$ cat src/rtl/ldpc_parity_receiver.sv
// Serial-bit sink for the LDPC encoder parity stream: packs bits MSB-first into bytes,
// buffers them in a show-ahead FIFO with frame markers and signals frame completion.
module ldpc_parity_receiver #(
  parameter int FIFO_DEPTH = 16
) (
  input  logic       clk,
  input  logic       arst_n,
  input  logic       frame_start,
  input  logic [7:0] cfg_q,
  input  logic       enc_bits,
  input  logic       enc_valid,
  output logic       enc_ready,
  output logic       dec_complete,
  output logic [7:0] out_byte,
  output logic       out_valid,
  input  logic       out_ready,
  output logic       out_start_frame,
  output logic       out_end_frame,
  output logic       err
);

  localparam int AW = $clog2(FIFO_DEPTH);
  localparam logic [AW:0] PTR_ONE = 1;

  typedef enum logic [1:0] {IDLE, RECV, DRAIN, DONE} state_t;

  state_t      state;
  logic [12:0] target;
  logic [12:0] byte_cnt;
  logic [2:0]  bit_cnt;
  logic [6:0]  shift;
  logic [9:0]  mem [FIFO_DEPTH];
  logic [AW:0] wr_ptr;
  logic [AW:0] rd_ptr;

  logic        empty;
  logic        full;
  logic        bit_hs;
  logic        push;
  logic        pop;
  logic        is_last;
  logic [9:0]  head;
  logic [9:0]  push_entry;
  logic [12:0] target_calc;

  // Extra pointer MSB distinguishes full from empty when the indices coincide.
  assign empty = (wr_ptr == rd_ptr);
  assign full  = (wr_ptr[AW] != rd_ptr[AW]) && (wr_ptr[AW-1:0] == rd_ptr[AW-1:0]);

  assign enc_ready   = (state == RECV) && !full;
  assign bit_hs      = enc_valid && enc_ready;
  assign push        = bit_hs && (bit_cnt == 3'd7);
  assign is_last     = (byte_cnt == target - 13'd1);
  assign push_entry  = {(byte_cnt == 13'd0), is_last, shift, enc_bits};
  assign target_calc = 13'(cfg_q - 8'd1) * 13'd45;

  assign head            = mem[rd_ptr[AW-1:0]];
  assign out_valid       = !empty;
  assign out_byte        = empty ? 8'd0 : head[7:0];
  assign out_start_frame = !empty && head[9];
  assign out_end_frame   = !empty && head[8];
  assign pop             = out_valid && out_ready;

  always_ff @(posedge clk or negedge arst_n) begin
    if (!arst_n) begin
      state        <= IDLE;
      target       <= '0;
      byte_cnt     <= '0;
      bit_cnt      <= '0;
      err          <= 1'b0;
      dec_complete <= 1'b0;
    end else begin
      err          <= 1'b0;
      dec_complete <= 1'b0;
      case (state)
        IDLE: begin
          if (frame_start) begin
            if (cfg_q >= 8'd2) begin
              state    <= RECV;
              target   <= target_calc;
              bit_cnt  <= '0;
              byte_cnt <= '0;
            end else begin
              err <= 1'b1;
            end
          end
        end
        RECV: begin
          if (frame_start) err <= 1'b1;
          if (bit_hs) bit_cnt <= bit_cnt + 3'd1;
          if (push) begin
            byte_cnt <= byte_cnt + 13'd1;
            if (is_last) state <= DRAIN;
          end
        end
        DRAIN: begin
          if (frame_start) err <= 1'b1;
          if (pop && head[8]) begin
            state        <= DONE;
            dec_complete <= 1'b1;
          end
        end
        default: begin
          if (frame_start) err <= 1'b1;
          state <= IDLE;
        end
      endcase
    end
  end

  // Partial byte accumulates here; the eighth bit bypasses it straight into the FIFO.
  always_ff @(posedge clk) begin
    if (state == IDLE && frame_start) shift <= '0;
    else if (bit_hs)                  shift <= {shift[5:0], enc_bits};
  end

  always_ff @(posedge clk) begin
    if (push) mem[wr_ptr[AW-1:0]] <= push_entry;
  end

  always_ff @(posedge clk or negedge arst_n) begin
    if (!arst_n) begin
      wr_ptr <= '0;
      rd_ptr <= '0;
    end else begin
      if (push) wr_ptr <= wr_ptr + PTR_ONE;
      if (pop)  rd_ptr <= rd_ptr + PTR_ONE;
    end
  end

endmodule
$ cat config.mk
export PLATFORM = sky130hd
export DESIGN_NAME = ldpc_parity_receiver
export DESIGN_NICKNAME = d
export VERILOG_FILES = /design/src/rtl/ldpc_parity_receiver.sv
export SDC_FILE = /design/constraint.sdc
export NUM_CORES = 1
export LEC_CHECK = 0
export CORE_MARGIN = 2
export CORE_UTILIZATION = 41
export CTS_CLUSTER_SIZE = 14
export DETAILED_ROUTE_END_ITERATION = 10
export GPL_ROUTABILITY_DRIVEN = 0
export SYNTH_ARGS = -nofsm -noshare
export SYNTH_HDL_FRONTEND = slang
export SYNTH_SLANG_ARGS = --single-unit
$ cat constraint.sdc
create_clock -name clk -period 3.6 [get_ports clk]
set_clock_uncertainty 0.15 [all_clocks]
set_input_delay 0.72 -clock clk [delete_from_list [all_inputs] [get_ports clk]]
set_output_delay 0.72 -clock clk [all_outputs]
set_load 0.02 [all_outputs]
==> flow_summary.ini, run 1 <==
[worst_setup_path]
crit_chain = dlygate4sd2_1 -> buf_6 -> nor3b_4 -> xor2_2 -> ha_4 -> ha_4 -> fa_1 -> inv_1 -> fa_1 -> inv_2 -> ha_4 -> a21o_1 -> a21o_1 -> a21oi_2 -> nor4b_2 -> or3_1
crit_required_ns = 3.82
path_common_cell = ha_4
slowest_delay_ns = 0.49
end_kind = flop
startpoint_type = input pin
path_class = in -> reg
crit_path_max_fanout = 3
slowest_stage = fa_1
cp.arrival_ns = 4.28

[run_status]
status = finished with violations
violations = setup timing

[floorplan]
fp.dieH_um = 163
ioPinCount = 28
core_area_mm2 = 0.0250
dieArea_mm2 = 0.0265
die_x_um = 163
rows = 58
initial_core_util_pct = 41.4

[cts]
clk_path_buf_depth = 3
clkSlewWorstSetupHoldPaths_ns = 0.06
clk_latency_ns = 0.50
htree_levels = 1
ctsHoldBuffers = 0
cts_tree = done
root_buffer = clkbuf_16
cts_sinks = 210
cts_buffers = 23

[yosys]
syn_avg_cell_area_um2 = 14.5
synthCells = 712
ys_async_sr_fraction_pct = 20.5
synth.most_common_cell = edfxtp_1
synth_edf_count = 160
synth_flop_cell = edfxtp_1
yosys-top-cells-count = edfxtp_1, inv_1, mux4_2
ys_top_cells_by_area = edfxtp_1, mux4_2, dfrtp_1
yosysUniqueCellTypes = 70
synth_nets = 782
synth_top_area_cell = edfxtp_1
synth_top_area_share_pct = 46.5
yosysSeqAreaShare_pct = 58.2
synth-warning-count = 0
synth_area_mm2 = 0.0103
ys_ff_latch = 210

[cells_and_area]
drive_gt1_share_pct = 29.8
fin_area_mm2 = 0.0127
instances_no_fill = 1168
nets = 893
area_growth_pct = 23.1
antenna_cells = 0
nFillCells = 2097

[power]
pwr-share-clk_pct = 24.6
switching_power_mw = 2.90
power.internal_mw = 5.89
p_leak_nw = 4.82
share_comb_of_total_power_pct = 40.5
power.density_mw_per_mm2 = 691
p_seq_share_pct = 34.9
p_total_mw = 8.79
sw_frac_of_total_pct = 32.9
ir_drop_uv = 511

[global_routing]
groute.usage.overall_pct = 18.8
grt_max_degree = 44
grt_overflow = 0
grt_pass1_wl_mm = 38.0
grt_pass1_vias = 6826
antenna_found_initial = 0

[place]
hpwlAfterDp_mm = 16.1
dp_cells = 1112
portBuffers = 27
dpl_cell_area_mm2 = 0.0117

[sta]
hold_viol_final = 0
period_minus_slack_ns = 4.06
fmax_mhz = 246
rsz0062_at_grt = true
relSlewSlack_pct = 31.9
setup_viol = 6
fin_crit_sh_pct = 113
worst_pin_slew_ns = 1.02
final_max_slew_viol_count = 0
hold_ws_ns = 0.258
final.setup.tns_ns = -1.62
setup_slack_ns = -0.458

[flow_run]
maxCapViolCount = 0

[route]
drtPass1Iterations = 5
routed_wl_mm = 23.8
vias_per_cell = 5.37
routedWlPerCell_um = 20.4
antenna_left = 0
drt_iter0_drc = 521
routed-via-count = 6277
drc = 0

[min_path]
hold_path_class = in -> async
==> power by group through the flow <==
stage               Clock, mW  Sequential [mW]  Combinational (mW)
finish                   2.16             3.06                3.56
global route             2.31             3.09                3.88
CTS                      2.21             3.06                3.52
detailed placement          0             3.12                3.30
global placement            0             3.11                3.23
floorplan                   0             2.99                2.31
==> metal layers <==
metal | up-vias | part of all wire (%) | global-route usage [%]
met2 | 125 | 52 | 33.8
li1 | 2883 | - | -
met4 | 0 | 2.5 | 5.11
met1 | 3233 | 41 | 23.9
met3 | 36 | 4.2 | 2.62
met5 | - | 0 | 0
==> cell families after synthesis <==
group | count (synthesis) | share of synthesized area (%)
buffers and inverters | 83 | 3.35
AND/OR/NAND/NOR | 176 | 9.45
flip-flops | 210 | 58.2
XOR/XNOR | 52 | 4.41
AO/OA/AOI/OAI | 79 | 5.25
adder cells (fa/ha/maj) | 56 | 7.79
multiplexers | 56 | 11.5
==> cell usage in the layout, fill, tap and decap left out, types with 6 or more instances in the layout <==
master	count
xnor2_1	27
nand3_1	11
mux4_2	50
inv_2	6
nand4_1	10
ha_4	11
buf_4	74
nand2_1	45
dfrtp_1	41
or3_1	7
dlygate4sd2_1	8
a22o_1	7
fa_1	13
xor2_1	15
clkbuf_1	8
o21ai_1	7
nor2_1	23
buf_12	7
dfxtp_1	7
clkbuf_16	23
o21ai_0	15
a21oi_1	14
clkdlybuf4s50_1	8
ha_1	30
and3_1	7
nor3_1	10
buf_6	9
edfxtp_1	160
nor2b_1	14
inv_1	45
==> state kept, by name, summed over array words and instances, names as in the netlist <==
signal / flops
shift: 7
rd_ptr: 5
wr_ptr: 5
target: 13
byte_cnt: 13
bit_cnt: 3
err: 1
mem: 160
dec_complete: 1
state: 2
==> cell type report <==
type | instances | area, um2 | share of cell area [%]
Tap cell | 330 | 413 | 3.24
Clock inverter | 9 | 73.8 | 0.580
Clock buffer | 31 | 606 | 4.76
Timing Repair Buffer | 117 | 1050 | 8.27
Sequential cell | 210 | 6020 | 47.3
Inverter | 52 | 199 | 1.56
Multi-Input combinational cell | 419 | 4360 | 34.2
==> what timing repair did <==
action,in CTS,in global routing
gates cloned,1,0
endpoints found under the setup margin,18,15
buffers inserted,12,5
pin swaps,32,15
resized for setup,69,16
==> per-stage QoR <==
stage / setup slack, ns / utilization, %
floorplan: -0.710 / -
CTS: -0.558 / 50.7
finish: -0.458 / 51.0
global route: -0.628 / 51.0
global placement: -1.30 / 46.8
detailed placement: -1.44 / 46.8
==> critical path, delay by kind of cell <==
| family | cells | cell delay (ns) |
|---|---|---|
| buffers and inverters | 4 | 0.52 |
| adder cells (fa/ha/maj) | 5 | 1.63 |
| AO/OA/AOI/OAI | 3 | 0.51 |
| XOR/XNOR | 1 | 0.23 |
| AND/OR/NAND/NOR | 3 | 0.66 |
==> final timing paths <==
kind                            from    endpoint  slack (ns)  cells past startpoint
min                           arst_n  target[11]        0.26                      1
min in group clk           rd_ptr[4]   rd_ptr[4]        0.34                      1
min reg2reg                rd_ptr[4]   rd_ptr[4]        0.34                      1
max                         cfg_q[4]  target[11]       -0.46                     16
max reg2reg                target[0]   mem[1][8]        0.44                      9
max in group asynchronous     arst_n   rd_ptr[1]        2.35                      1
Power figures use the tool's default switching activity.
==> run 2: changes to the inputs <==
--- a/config.mk
+++ b/config.mk
@@ -5,11 +5,13 @@
 export SDC_FILE = /design/constraint.sdc
 export NUM_CORES = 1
 export LEC_CHECK = 0
-export CORE_MARGIN = 2
-export CORE_UTILIZATION = 41
+export CAP_MARGIN = 30
+export CORE_MARGIN = 5
+export CORE_UTILIZATION = 62
 export CTS_CLUSTER_SIZE = 14
 export DETAILED_ROUTE_END_ITERATION = 10
 export GPL_ROUTABILITY_DRIVEN = 0
+export PLACE_DENSITY = 0.8
 export SYNTH_ARGS = -nofsm -noshare
 export SYNTH_HDL_FRONTEND = slang
 export SYNTH_SLANG_ARGS = --single-unit
==> run 2 against run 1 <==
- the flow finishes with violations (hold timing, setup timing)
- hold slack worse by 0.26 ns
- cell count shrank 10%
- power up 3.9%
- largest power group unchanged
==> flow_summary.ini, run 2 (synthesized netlist as in run 1, its figures left out) <==
[run_status]
status = finished with violations
violations = hold timing, setup timing

[place]
hpwlAfterDp_mm = 15.5
dp_cells = 987
portBuffers = 27

[floorplan]
die_x_um = 139
ioPinCount = 28
dieArea_mm2 = 0.0194
fp.dieH_um = 139
rows = 47
initial_core_util_pct = 62.8
core_area_mm2 = 0.0165

[global_routing]
grt_pass1_wl_mm = 40.5
antenna_found_initial = 0
grt_max_degree = 44
grt_overflow = 0
grt_pass1_vias = 6818
groute.usage.overall_pct = 27.7

[worst_setup_path]
rrSetupSlack_ns = 0.48
startpoint_type = input pin
path_class = in -> reg
crit_required_ns = 3.80
r2r-end = mem[8][0]
end_kind = flop
reg2regPathDepth = 7
timing.rr.start = rd_ptr[0]
cp.arrival_ns = 4.41
crit_path_max_fanout = 3

[sta]
period_minus_slack_ns = 4.21
hold_ws_ns = -0.000579
fin_crit_sh_pct = 117
relSlewSlack_pct = 48.3
setup_viol = 5
fmax_mhz = 238
final_max_slew_viol_count = 0
worst_pin_slew_ns = 0.775
rsz0062_at_grt = true
hold_viol_final = 2
setup_slack_ns = -0.605

[min_path]
hold_path_class = in -> async

[flow_run]
maxCapViolCount = 0

[route]
routedWlPerCell_um = 26.5
routed_wl_mm = 27.8
drc = 0
routed-via-count = 6728
drtPass1Iterations = 5
vias_per_cell = 6.41
antenna_left = 0
drt_iter0_drc = 554

[cts]
clk_latency_ns = 0.48
cts_sinks = 210
ctsHoldBuffers = 0
clkSlewWorstSetupHoldPaths_ns = 0.06
clk_path_buf_depth = 3
cts_tree = done
cts_buffers = 21
htree_levels = 1
root_buffer = clkbuf_16

[cells_and_area]
instances_no_fill = 1050
final_common_cell = edfxtp_1
largest_reg_flops = 160
drive_gt1_share_pct = 30.6
nFillCells = 885
layout_common_cells = edfxtp_1, buf_4, mux4_2
area_growth_pct = 22.3
antenna_cells = 0
nets = 886

[power]
p_leak_nw = 4.78
power.density_mw_per_mm2 = 722
ir_drop_uv = 517
-- run 2: cell count changes in the layout (fill, tap and decap cells not counted), sizes merged --
cell	change
bufinv	+1
dlygate4sd2	-3
clkinv	-5
dlymetal6s2s	+1
inv	-1
clkinvlp	+3
clkbuf	+1
bufbuf	-1
buf	-5
clkdlybuf4s15	+1
-- run 2: report_power, final --
group / total [mW] / internal (mW) / switching, mW / leakage, nW
clock network: 2.17 / 1.27 / 0.902 / 0.318
logic: 3.88 / 1.94 / 1.94 / 2.40
registers: 3.08 / 2.79 / 0.292 / 2.06
-- run 2: what timing repair did --
action                     CTS  global route
gates resized for setup     74            33
pin swaps                   43            36
gates cloned                 2             1
setup endpoints to repair   18            18
setup buffers               13             9
-- run 2: final cells by class --
| class | count | area [um2] | share of cell area [%] |
|---|---|---|---|
| Sequential cell | 210 | 6020 | 47.6 |
| Multi-Input combinational cell | 419 | 4450 | 35.2 |
| Timing Repair Buffer | 112 | 1020 | 8.05 |
| Clock buffer | 30 | 579 | 4.58 |
| Tap cell | 220 | 275 | 2.18 |
| Inverter | 52 | 201 | 1.59 |
| Clock inverter | 7 | 96.3 | 0.762 |
-- run 2: worst max-delay path, cell delays in order --
cell	delay, ns
buf_4	0.14
nor3_4	0.21
nor3b_4	0.26
xor2_2	0.23
buf_4	0.18
ha_4	0.22
xor2_4	0.16
fa_1	0.52
inv_1	0.06
fa_1	0.50
inv_2	0.05
ha_4	0.26
a21o_1	0.21
a21oi_4	0.10
and4b_1	0.21
or3_1	0.39
-- run 2: metrics by stage --
step / setup TNS, ns / power [mW] / worst slack, ns / area, um2 / util (%)
final: -2.32 / 9.13 / -0.605 / 12600 / 76.8
after global routing: -2.92 / 9.55 / -0.700 / 12600 / 76.8
after CTS: -1.93 / 8.81 / -0.542 / 12500 / 75.7
after detailed placement: -8.51 / 6.35 / -1.39 / 11400 / 69.2
after global placement: -7.67 / 6.21 / -1.24 / 11400 / 69.2
after floorplan: -2.59 / 5.30 / -0.710 / 10500 / -
-- run 2: metal layers --
metal  wire, um  up-vias  track usage [%]
met4       1300        0             10.0
met5          0        -                0
li1           -     2863                -
met2      15000      357             50.4
met3       1820       80             4.66
met1       9710     3428             33.3
-- run 2: worst max path at each step --
stage | slack [ns] | to | start
after CTS | -0.54 | target[11] | cfg_q[0]
after global placement | -1.24 | target[11] | cfg_q[0]
after detailed placement | -1.39 | target[11] | cfg_q[0]
after global routing | -0.70 | target[11] | cfg_q[0]
final | -0.61 | target[11] | cfg_q[1]
after floorplan | -0.71 | target[11] | cfg_q[1]
